$ cat src/rtl/pattern_seq_ctrl.sv
// pattern_seq_ctrl: word-level sequencer for a serial pattern detector.
// Takes a parallel word over valid/ready and releases the detector from reset.
// It shifts the word in MSB-first, counts det_y match pulses and records the
// first match position. The result is then offered over a second valid/ready
// handshake.
module pattern_seq_ctrl #(
  parameter int W  = 16,
  parameter int CW = $clog2(W + 1),
  parameter int PW = $clog2(W)
) (
  input  logic          clk,
  input  logic          rst,
  input  logic          in_valid,
  output logic          in_ready,
  input  logic [W-1:0]  in_data,
  input  logic          abort,
  output logic          det_rst_n,
  output logic          det_x,
  input  logic          det_y,
  output logic          out_valid,
  input  logic          out_ready,
  output logic [CW-1:0] match_cnt,
  output logic [PW-1:0] first_pos,
  output logic          match_any
);

  typedef enum logic [1:0] {
    ST_IDLE   = 2'd0,
    ST_SHIFT  = 2'd1,
    ST_REPORT = 2'd2
  } state_t;

  // Index of the last bit of a word; reaching it ends the SHIFT phase.
  localparam logic [PW-1:0] IDX_LAST = PW'(W - 1);

  state_t          state_q,     state_d;
  logic [W-1:0]    shreg_q,     shreg_d;
  logic [PW-1:0]   idx_q,       idx_d;
  logic [CW-1:0]   match_cnt_q, match_cnt_d;
  logic [PW-1:0]   first_pos_q, first_pos_d;
  logic            match_any_q, match_any_d;
  logic            det_rst_n_q, det_rst_n_d;

  // State and datapath registers; rst overrides everything, including mid-word.
  always_ff @(posedge clk) begin
    if (rst) begin
      state_q     <= ST_IDLE;
      shreg_q     <= '0;
      idx_q       <= '0;
      match_cnt_q <= '0;
      first_pos_q <= '0;
      match_any_q <= 1'b0;
      det_rst_n_q <= 1'b0;
    end else begin
      state_q     <= state_d;
      shreg_q     <= shreg_d;
      idx_q       <= idx_d;
      match_cnt_q <= match_cnt_d;
      first_pos_q <= first_pos_d;
      match_any_q <= match_any_d;
      det_rst_n_q <= det_rst_n_d;
    end
  end

  // Next-state and datapath update: load on accept, shift/count in SHIFT,
  // hold in REPORT, abandon on abort.
  always_comb begin
    state_d     = state_q;
    shreg_d     = shreg_q;
    idx_d       = idx_q;
    match_cnt_d = match_cnt_q;
    first_pos_d = first_pos_q;
    match_any_d = match_any_q;
    det_rst_n_d = det_rst_n_q;

    case (state_q)
      ST_IDLE: begin
        // The detector stays in reset until a word is accepted. It still
        // sees reset on the accept edge, so it starts clean on bit 0.
        det_rst_n_d = 1'b0;
        if (in_valid) begin
          state_d     = ST_SHIFT;
          shreg_d     = in_data;
          idx_d       = '0;
          match_cnt_d = '0;
          first_pos_d = '0;
          match_any_d = 1'b0;
          det_rst_n_d = 1'b1;
        end
      end

      ST_SHIFT: begin
        if (abort) begin
          // Drop the word. Clearing shreg keeps det_x quiet in IDLE.
          state_d     = ST_IDLE;
          shreg_d     = '0;
          idx_d       = '0;
          det_rst_n_d = 1'b0;
        end else begin
          shreg_d = {shreg_q[W-2:0], 1'b0};
          idx_d   = idx_q + PW'(1);
          // det_y is Mealy on the bit now on det_x, whose index is idx_q.
          if (det_y) begin
            match_cnt_d = match_cnt_q + CW'(1);
            if (!match_any_q) begin
              first_pos_d = idx_q;
              match_any_d = 1'b1;
            end
          end
          if (idx_q == IDX_LAST) begin
            // Last bit sampled: park the detector and publish the result.
            state_d     = ST_REPORT;
            idx_d       = '0;
            det_rst_n_d = 1'b0;
          end
        end
      end

      ST_REPORT: begin
        // abort together with out_ready is treated as a consumed result.
        det_rst_n_d = 1'b0;
        if (abort || out_ready) begin
          state_d = ST_IDLE;
        end
      end

      default: begin
        state_d     = ST_IDLE;
        shreg_d     = '0;
        idx_d       = '0;
        det_rst_n_d = 1'b0;
      end
    endcase
  end

  // Handshake flags are pure state decodes. det_x is gated so the detector
  // only ever sees word bits while SHIFT is active.
  always_comb begin
    in_ready  = (state_q == ST_IDLE);
    out_valid = (state_q == ST_REPORT);
    det_x     = (state_q == ST_SHIFT) && shreg_q[W-1];
    det_rst_n = det_rst_n_q;
    match_cnt = match_cnt_q;
    first_pos = first_pos_q;
    match_any = match_any_q;
  end

endmodule

$ cat config.mk
export PLATFORM = sky130hd
export DESIGN_NAME = pattern_seq_ctrl
export DESIGN_NICKNAME = d
export VERILOG_FILES = /design/src/rtl/pattern_seq_ctrl.sv
export SDC_FILE = /design/constraint.sdc
export NUM_CORES = 1
export LEC_CHECK = 0
export ABC_CLOCK_PERIOD_IN_PS = 2260
export CAP_MARGIN = 20
export CORE_ASPECT_RATIO = 0.9
export CORE_UTILIZATION = 65
export CTS_BUF_LIST = sky130_fd_sc_hd__clkbuf_4 sky130_fd_sc_hd__clkbuf_8
export DETAILED_ROUTE_END_ITERATION = 12
export DONT_BUFFER_PORTS = 1
export MAX_ROUTING_LAYER = met4
export PLACE_DENSITY_LB_ADDON = 0.1
export SYNTH_ARGS = -nofsm -noshare
export SYNTH_HDL_FRONTEND = slang
export SYNTH_SLANG_ARGS = --single-unit
$ cat constraint.sdc
create_clock -name clk -period 2.26 [get_ports clk]
set_clock_uncertainty 0.2 [all_clocks]
set_input_delay 0.678 -clock clk [delete_from_list [all_inputs] [get_ports clk]]
set_output_delay 0.678 -clock clk [all_outputs]
set_load 0.02 [all_outputs]
Yosys cells after proc, flatten, opt, wreduce, memory -nomap -nowiden
Index checks and enable logic that the tools add are counted.
- flip-flop bits (word level): 33
- bits in latches: 0
- memory bits (writable): 0
- bits in read-only memories: 0
- input port bits: 22
- output and inout bits: 14
- word-level logic and storage cells: 55
- memories: 0
- add/sub/neg operators: 2
- $mul: 0
- divide/modulo/power cells: 0
- order comparisons: 0
- equal/unequal tests: 9
- shift operators: 0
- mux-type cells: 28
- bitwise logic cells: 1
- reduce and logical (&&, ||, !) cells: 8
- operator list (cell ; count):
    case mux 16 bit (3 select lines) ; 1
    2-to-1 mux 16 bit ; 2
    2-to-1 mux 4 bit ; 6
    2-to-1 mux 5 bit ; 3
    case mux 4 bit (3 select lines) ; 1
    case mux 5 bit (2 select lines) ; 1
    2-to-1 mux 2 bit ; 4
    inequality test 2 bit, second input constant ; 4
    case mux 4 bit (2 select lines) ; 1
    2-to-1 mux 1 bit ; 6
    case mux 2 bit (3 select lines) ; 1
    adder 5 x 1 -> 5 bit, second input constant ; 1
    AND reduction 5 bit ; 1
    adder 4 x 1 -> 4 bit, second input constant ; 1
    equality test 4 bit, second input constant ; 1
    case mux 1 bit (2 select lines) ; 2
    AND reduction 4 bit ; 1
    inequality test 3 bit, second input constant ; 1
    AND reduction 3 bit ; 1
    equality test 2 x 1 -> 1 bit, second input constant ; 1
    equality test 2 bit, second input constant ; 1
    logical NOT 2 bit ; 1
    inequality test 2 x 1 -> 1 bit, second input constant ; 1
    AND reduction 2 bit ; 1
    4 further kinds ; 4

Logic depth before layout (Yosys ltp)
Gate-level depths: netlist (run 1).
- depth in word-level cells: 4
- depth in mapped cells: 5

Least setup slack after synthesis (run 1)
OpenSTA, ideal clock, no wires.
- path kind: reg2out
- start point: register state_q[0]
- end point: output port det_x
- arrival: 1.303 ns
- data required time: 1.382 ns
- setup slack: 0.079 ns
- cell stages (with the launch flop): 5
- cells stage by stage: dfxtp_1 -> buf_2 -> inv_2 -> clkbuf_1 -> nor3b_1
- longest elaborated chain between the ends: 2
- ends and longest elaborated chain (what ; RTL line ; source):
    start, declared ; 36 ; state_t state_q, state_d;
    start signal, assigned ; 55 ; state_q <= state_d;
    equality test 2 x 1 -> 1 bit ; 141 ; det_x = (state_q == ST_SHIFT) && shreg_q[W-1];
    logical AND 1 bit ; 141 ;
    end, declared ; 18 ; output logic det_x,
No other way between the ends.

Final worst setup path (run 1)
- start point: register state_q[1]
- end point: output port out_valid
- longest elaborated chain between the ends: 1
- ends and longest elaborated chain (what ; RTL line ; source):
    equality test 2 bit ; 140 ; out_valid = (state_q == ST_REPORT);
    end, declared ; 20 ; output logic out_valid,
No other way between the ends.

==> implementation parameters, run 1 <==
Parameter                              Value

Power and ir drop
  Largest voltage drop on the vdd net    0.5276 mV
  Power density over the cells    599.0 mW/mm2
  Leakage power summed over all cells    0.5939 nW
  Post-route total power    1.052 mW

Yosys
  Number of distinct library cells after synthesis    31
  Primary flip-flop cell chosen by synthesis mapping    sky130_fd_sc_hd__dfxtp_1
  Syn Std Cell Area    0.001722 mm2
  Proportion of register bits with asynchronous set or reset after synthesis    0%
  Synth top area share    38.37%
  Flops & latches, synth    33
  Mapped Cells    199
  Yosys warning total    0
  Number of synthesized flops with an enable pin    0
  Post-Syn Area per Cell    8.652 um2
  Dominant cell by count in the synthesized netlist    sky130_fd_sc_hd__dfxtp_1
  Seq/Total Area, Yosys    38.37%
  Top cell type by total area after synthesis    sky130_fd_sc_hd__dfxtp_1
  Most numerous cell types in the synthesized netlist    sky130_fd_sc_hd__dfxtp_1, sky130_fd_sc_hd__nand3b_1, sky130_fd_sc_hd__a21oi_1, sky130_fd_sc_hd__nand3_1, sky130_fd_sc_hd__a21o_1
  Post-synthesis net count    223
  Top cells by area, synth    sky130_fd_sc_hd__dfxtp_1, sky130_fd_sc_hd__nand3b_1, sky130_fd_sc_hd__a21oi_1

Floorplanning
  Die extent in y    50.83 um
  Starting utilization of the core area    69.18%
  Num rows    17
  CORE AREA    0.002489 mm2
  Die boundary width    56.25 um
  Top-level I/O count    36
  Die outline area    0.002859 mm2

Drt
  Number of DRC violations after detailed routing    0
  Total vias in the final route    1,454
  Count of nets left with antenna violations after detail routing    0
  Number of vias per cell    6.609
  Initial DRC Count    88
  DR pass1 iterations    4
  DRT Wirelength    3766 um
  Routed wire per std cell    17.12 um

Setup path
  R2r setup slk    0.51 ns
  Critical-path maximum fanout    11
  Standard cell with the maximum stage delay on the critical path    sky130_fd_sc_hd__dfxtp_1
  Required arrival time at the worst endpoint    1.38 ns
  Cells along the critical path    nor2b_2
  Delay of the slowest cell on the worst path    0.56 ns
  WS Path Type    reg -> out
  Data arrival time of the critical path    1.27 ns
  Kind of start point of the critical path    flop
  Worst path buffer plus inverter count    0
  Largest delay share family, worst path    flip-flops
  Endpoint class of the critical path    output port

Clocking
  Total number of H-tree levels    2
  Setup Fix Bufs, Post-CTS    0
  Buffer levels on the longest clock path    2
  CTS tree    yes
  Source-to-sink clock delay at the later pin of the worst-skew pair    0.34 ns
  Number of sinks handled by clock tree synthesis    33
  Post-CTS clock slew at the launch and capture registers of the worst setup and hold paths    0.09 ns
  Total CTS buffers    5
  Root buffer selected by CTS    sky130_fd_sc_hd__clkbuf_4

Timing
  Remaining max-slew budget at the tightest pin    64.43%
  PnR worst setup slack    0.1096 ns
  Clock period minus final worst setup slack    2.150 ns
  Final setup fails    0
  Max Transition Viols Final    0
  Unrepaired setup endpoints after global routing    false
  Achievable Freq    465.0 MHz
  Slew @ Worst Pin    0.5312 ns
  Final Hold Viols    0
  Setup TNS    0 ns
  Hold Slack    0.1988 ns
  Post-route fraction of the period consumed by the critical path    95.15%

Place
  DP HPWL    2480 um
  Pre-CTS setup slack    0.3977 ns
  Port Buf Inserts    0
  DP Cell Count    214
  Routability cong.    0.7843
  Area post-placement    0.001709 mm2

GRT
  Number of global-route vias before repair    1,338
  All-layer global routing usage    28.86%
  Initial antenna violation count    0
  Maximum number of pins on one net before global-route repair    40
  First-pass GRT wire length    6051 um
  Remaining Overflow, GRT    0

Final layout
  Fill cell total of the finished layout    209
  Layout Utilization    70.54%
  Post-route cell area    0.001755 mm2
  Number of nets in the finished design    217
  Antenna diode count    0
  Count of placed standard cells in the final layout, fillers left out    220
  Share of layout cells above drive strength 1    9.375%
  P&R area growth vs syn    1.962%

Run status
  Result of the run    finished clean

Hold path
  Hold WC Path Type    in -> reg

Flow run
  Total of max-cap violations    0
[logic make-up after synthesis]
kind of cell	synth area share, %
AND/OR/NAND/NOR	31.76
AO/OA/AOI/OAI	19.77
flip-flops	38.37
buffers and inverters	6.686
multiplexers	1.962
adder cells (fa/ha/maj)	1.453
[power breakdown]
group	switching [mW]	internal, mW
clock network	0.188	0.108
logic	0.0678	0.0613
registers	0.0217	0.605
total	0.278	0.774
[final timing paths]
kind                                 start                       end  cells after the start
setup reg to reg   state_q[1]$_SDFFE_PP0P_  shreg_q[13]$_SDFFE_PP0P_                      5
hold / removal                         rst    det_rst_n$_SDFFE_PP0P_                      1
setup / recovery   state_q[1]$_SDFFE_PP0P_                 out_valid                      1
hold reg to reg   shreg_q[14]$_SDFFE_PP0P_  shreg_q[14]$_SDFFE_PP0P_                      2
[layout by cell type (no fill, tap or decap), types with 3 or more instances in the layout]
cell	synthesis	routed
sky130_fd_sc_hd__mux2_1	3	3
sky130_fd_sc_hd__a21o_1	15	15
sky130_fd_sc_hd__nand2b_1	9	9
sky130_fd_sc_hd__nor3b_1	3	3
sky130_fd_sc_hd__nor2_1	6	6
sky130_fd_sc_hd__o32ai_1	4	4
sky130_fd_sc_hd__nand3b_1	30	30
sky130_fd_sc_hd__dfxtp_1	33	32
sky130_fd_sc_hd__inv_1	5	5
sky130_fd_sc_hd__clkbuf_4	0	5
sky130_fd_sc_hd__a21oi_1	27	27
sky130_fd_sc_hd__nand3_1	22	22
sky130_fd_sc_hd__buf_4	0	6
[flip-flops by register name, summed over array words and instances, names as in the netlist]
name	count
det_rst_n	1
match_cnt	5
match_any	1
state_q	2
first_pos	4
shreg_q	16
idx_q	4
[layout make-up]
class	instances	area (um2)	area share, %
Clock buffer	5	37.54	2.138
Clock inverter	1	5.005	0.2851
Inverter	6	22.52	1.283
Multi-Input combinational cell	141	948.4	54.03
Sequential cell	33	661.9	37.71
Tap cell	28	35.03	1.996
Timing Repair Buffer	6	45.04	2.566
[layer usage]
layer  global-route usage (%)  share of wire (%)
met5                        -                  0
met4                    15.45                1.3
met2                    45.04                 47
met3                    6.329                6.6
met1                    35.37                 45
[timing repair]
item / CTS / global route
endpoints found under the setup margin: 0 / 2
resized for setup: 0 / 2
hold buffers: 0 / 0
No activity file was read; power rests on OpenSTA's default activity.
==> run 2: changes to the inputs <==
--- a/config.mk
+++ b/config.mk
@@ -5,10 +5,10 @@
 export SDC_FILE = /design/constraint.sdc
 export NUM_CORES = 1
 export LEC_CHECK = 0
-export ABC_CLOCK_PERIOD_IN_PS = 2260
+export ABC_CLOCK_PERIOD_IN_PS = 1900
 export CAP_MARGIN = 20
 export CORE_ASPECT_RATIO = 0.9
-export CORE_UTILIZATION = 65
+export CORE_UTILIZATION = 59
 export CTS_BUF_LIST = sky130_fd_sc_hd__clkbuf_4 sky130_fd_sc_hd__clkbuf_8
 export DETAILED_ROUTE_END_ITERATION = 12
 export DONT_BUFFER_PORTS = 1
==> constraint.sdc (replaced) <==
create_clock -name clk -period 1.9 [get_ports clk]
set_clock_uncertainty 0.2 [all_clocks]
set_input_delay 0.57 -clock clk [delete_from_list [all_inputs] [get_ports clk]]
set_output_delay 0.57 -clock clk [all_outputs]
set_load 0.02 [all_outputs]
==> implementation parameters, run 2 (same netlist as run 1, synthesis figures left out) <==
Parameter                              Value

Run status
  Result of the run    finished clean

Clocking
  CTS tree    yes
  Number of sinks handled by clock tree synthesis    33 (unchanged)
  Buffer levels on the longest clock path    2 (unchanged)
  CTS Hold Bufs    0 (unchanged)
  Source-to-sink clock delay at the later pin of the worst-skew pair    0.34 ns (about the same)
  Total CTS buffers    5 (unchanged)
  Root buffer selected by CTS    sky130_fd_sc_hd__clkbuf_4
  Post-CTS clock slew at the launch and capture registers of the worst setup and hold paths    0.10 ns (about the same)
  Total number of H-tree levels    2 (unchanged)

Floorplanning
  Die extent in y    53.25 um (+4.8%)
  Die boundary width    58.94 um (+4.8%)
  Starting utilization of the core area    62.66% (-6.5 points)
  Die outline area    0.003138 mm2 (+9.8%)
  Num rows    18 (+1)
  CORE AREA    0.002748 mm2 (+10%)
  Top-level I/O count    36 (unchanged)

Power and ir drop
  Largest voltage drop on the vdd net    0.7125 mV (+35%)
  Leakage power summed over all cells    0.6802 nW (+15%)
  Power density over the cells    813.6 mW/mm2 (+36%)
  Post-route total power    1.567 mW (+49%)

Final layout
  Post-route cell area    0.001926 mm2 (+9.7%)
  Area of the multi-input gates    958.4 um2 (+1.1%)
  Number of flip-flops in the largest register    16 (unchanged)
  Share of layout cells above drive strength 1    15.69% (+6.3 points)
  Fill cell total of the finished layout    258 (+23%)
  Commonest cells after routing, fill and taps aside    sky130_fd_sc_hd__dfxtp_1, sky130_fd_sc_hd__nand3b_1, sky130_fd_sc_hd__a21oi_1
  P&R area growth vs syn    11.85%
  Number of nets in the finished design    227 (+4.6%)
  Commonest non-fill, non-tap cell in the layout    sky130_fd_sc_hd__dfxtp_1
  Most flop-heavy register    shreg_q
  Sequential cell area    668.1 um2 (+0.95%)
  Antenna diode count    0 (unchanged)

Place
  Area post-placement    0.001797 mm2 (+5.1%)
  DP HPWL    2408 um (-2.9%)
  Routability cong.    0.8126 (+3.6%)
  Port Buf Inserts    0 (unchanged)

GRT
  First-pass GRT wire length    5865 um (-3.1%)
  All-layer global routing usage    26.26% (-2.6 points)
  Remaining Overflow, GRT    0 (unchanged)
  Number of global-route vias before repair    1,279 (-4.4%)
  Maximum number of pins on one net before global-route repair    40 (unchanged)
  Initial antenna violation count    0 (unchanged)

Timing
  Final setup fails    0 (unchanged)
  Clock period minus final worst setup slack    1.859 ns
  Unrepaired setup endpoints after global routing    false
  Slew @ Worst Pin    0.3584 ns (-0.1728 ns)
  Achievable Freq    537.9 MHz
  Remaining max-slew budget at the tightest pin    76.10% (+12 points)
  Setup TNS    0 ns (unchanged)
  Max Transition Viols Final    0 (unchanged)
  Post-route fraction of the period consumed by the critical path    97.85%
  Final Hold Viols    0 (unchanged)
  Hold Slack    0.09348 ns (-0.1053 ns)

Hold path
  Hold-critical path depth    1 (unchanged)
  Hold WC Path Type    in -> reg

Drt
  Total vias in the final route    1,493 (+2.7%)
  Routed wire per std cell    15.02 um (-12%)
  DRT Wirelength    3665 um (-2.7%)
  Number of DRC violations after detailed routing    0 (unchanged)
  Count of nets left with antenna violations after detail routing    0 (unchanged)
  DR pass1 iterations    4 (unchanged)
  Initial DRC Count    91 (+3.4%)
  Number of vias per cell    6.119 (-7.4%)

Setup path
  FF-to-FF path depth    4 (-1)
  WS Path Type    reg -> out
  Required arrival time at the worst endpoint    1.13 ns (-0.25 ns)
  Critical-path maximum fanout    7 (-4)
  Data arrival time of the critical path    1.09 ns (-0.18 ns)
  Kind of start point of the critical path    flop
  Endpoint class of the critical path    output port

Flow run
  Total of max-cap violations    0 (unchanged)
==> run 2: stage by stage <==
stage | utilization, % | setup WS [ns] | instances
after global placement | 65.39 | 0.2157 | 235
final | 70.08 | 0.04080 | 244
after CTS | 69.67 | 0.01775 | 244
after floorplan | - | 0.01245 | 199
after global routing | 70.08 | 0.002437 | 244
after detailed placement | 65.39 | 0.1724 | 235
==> run 2: what timing repair did <==
action	4_1_cts	5_1_grt
pin swaps	0	1
buffers inserted	2	0
endpoints found under the setup margin	3	2
gates resized for setup	4	3
==> run 2: layout make-up <==
class                   count  area share, %
multi-input cells         141          49.77
flip-flops and latches     33          34.70
repair buffers             16          6.433
clock inverters             3          3.379
well taps                  40          2.599
clock buffers               5          1.949
inverters                   6          1.170
==> run 2: metal layers <==
metal	vias up	global-route usage, %	routed length (um)
met5	-	-	0
met4	0	10.71	63
met3	9	7.824	203
met2	41	40.53	1690
met1	706	32.18	1708
li1	737	-	-
==> run 2: worst paths after layout <==
kind / from / slack [ns] / end
hold / removal: rst / 0.09 / match_cnt[2]$_SDFFE_PP0P_
setup / recovery: state_q[1]$_SDFFE_PP0P_ / 0.04 / out_valid
setup reg to reg: idx_q[0]$_SDFFE_PP0P_ / 0.15 / state_q[1]$_SDFFE_PP0P_
hold reg to reg: shreg_q[14]$_SDFFE_PP0P_ / 0.27 / shreg_q[14]$_SDFFE_PP0P_
==> run 2: power by group <==
part | internal (mW) | switching [mW]
Combinational | 0.0906 | 0.0892
Sequential | 0.718 | 0.0204
Clock | 0.407 | 0.241
Total | 1.22 | 0.351
==> run 2: critical path, cell delays in order (launching register included) <==
cell,delay (ns)
sky130_fd_sc_hd__dfxtp_4,0.41
sky130_fd_sc_hd__nor2b_1,0.18
sky130_fd_sc_hd__buf_4,0.17
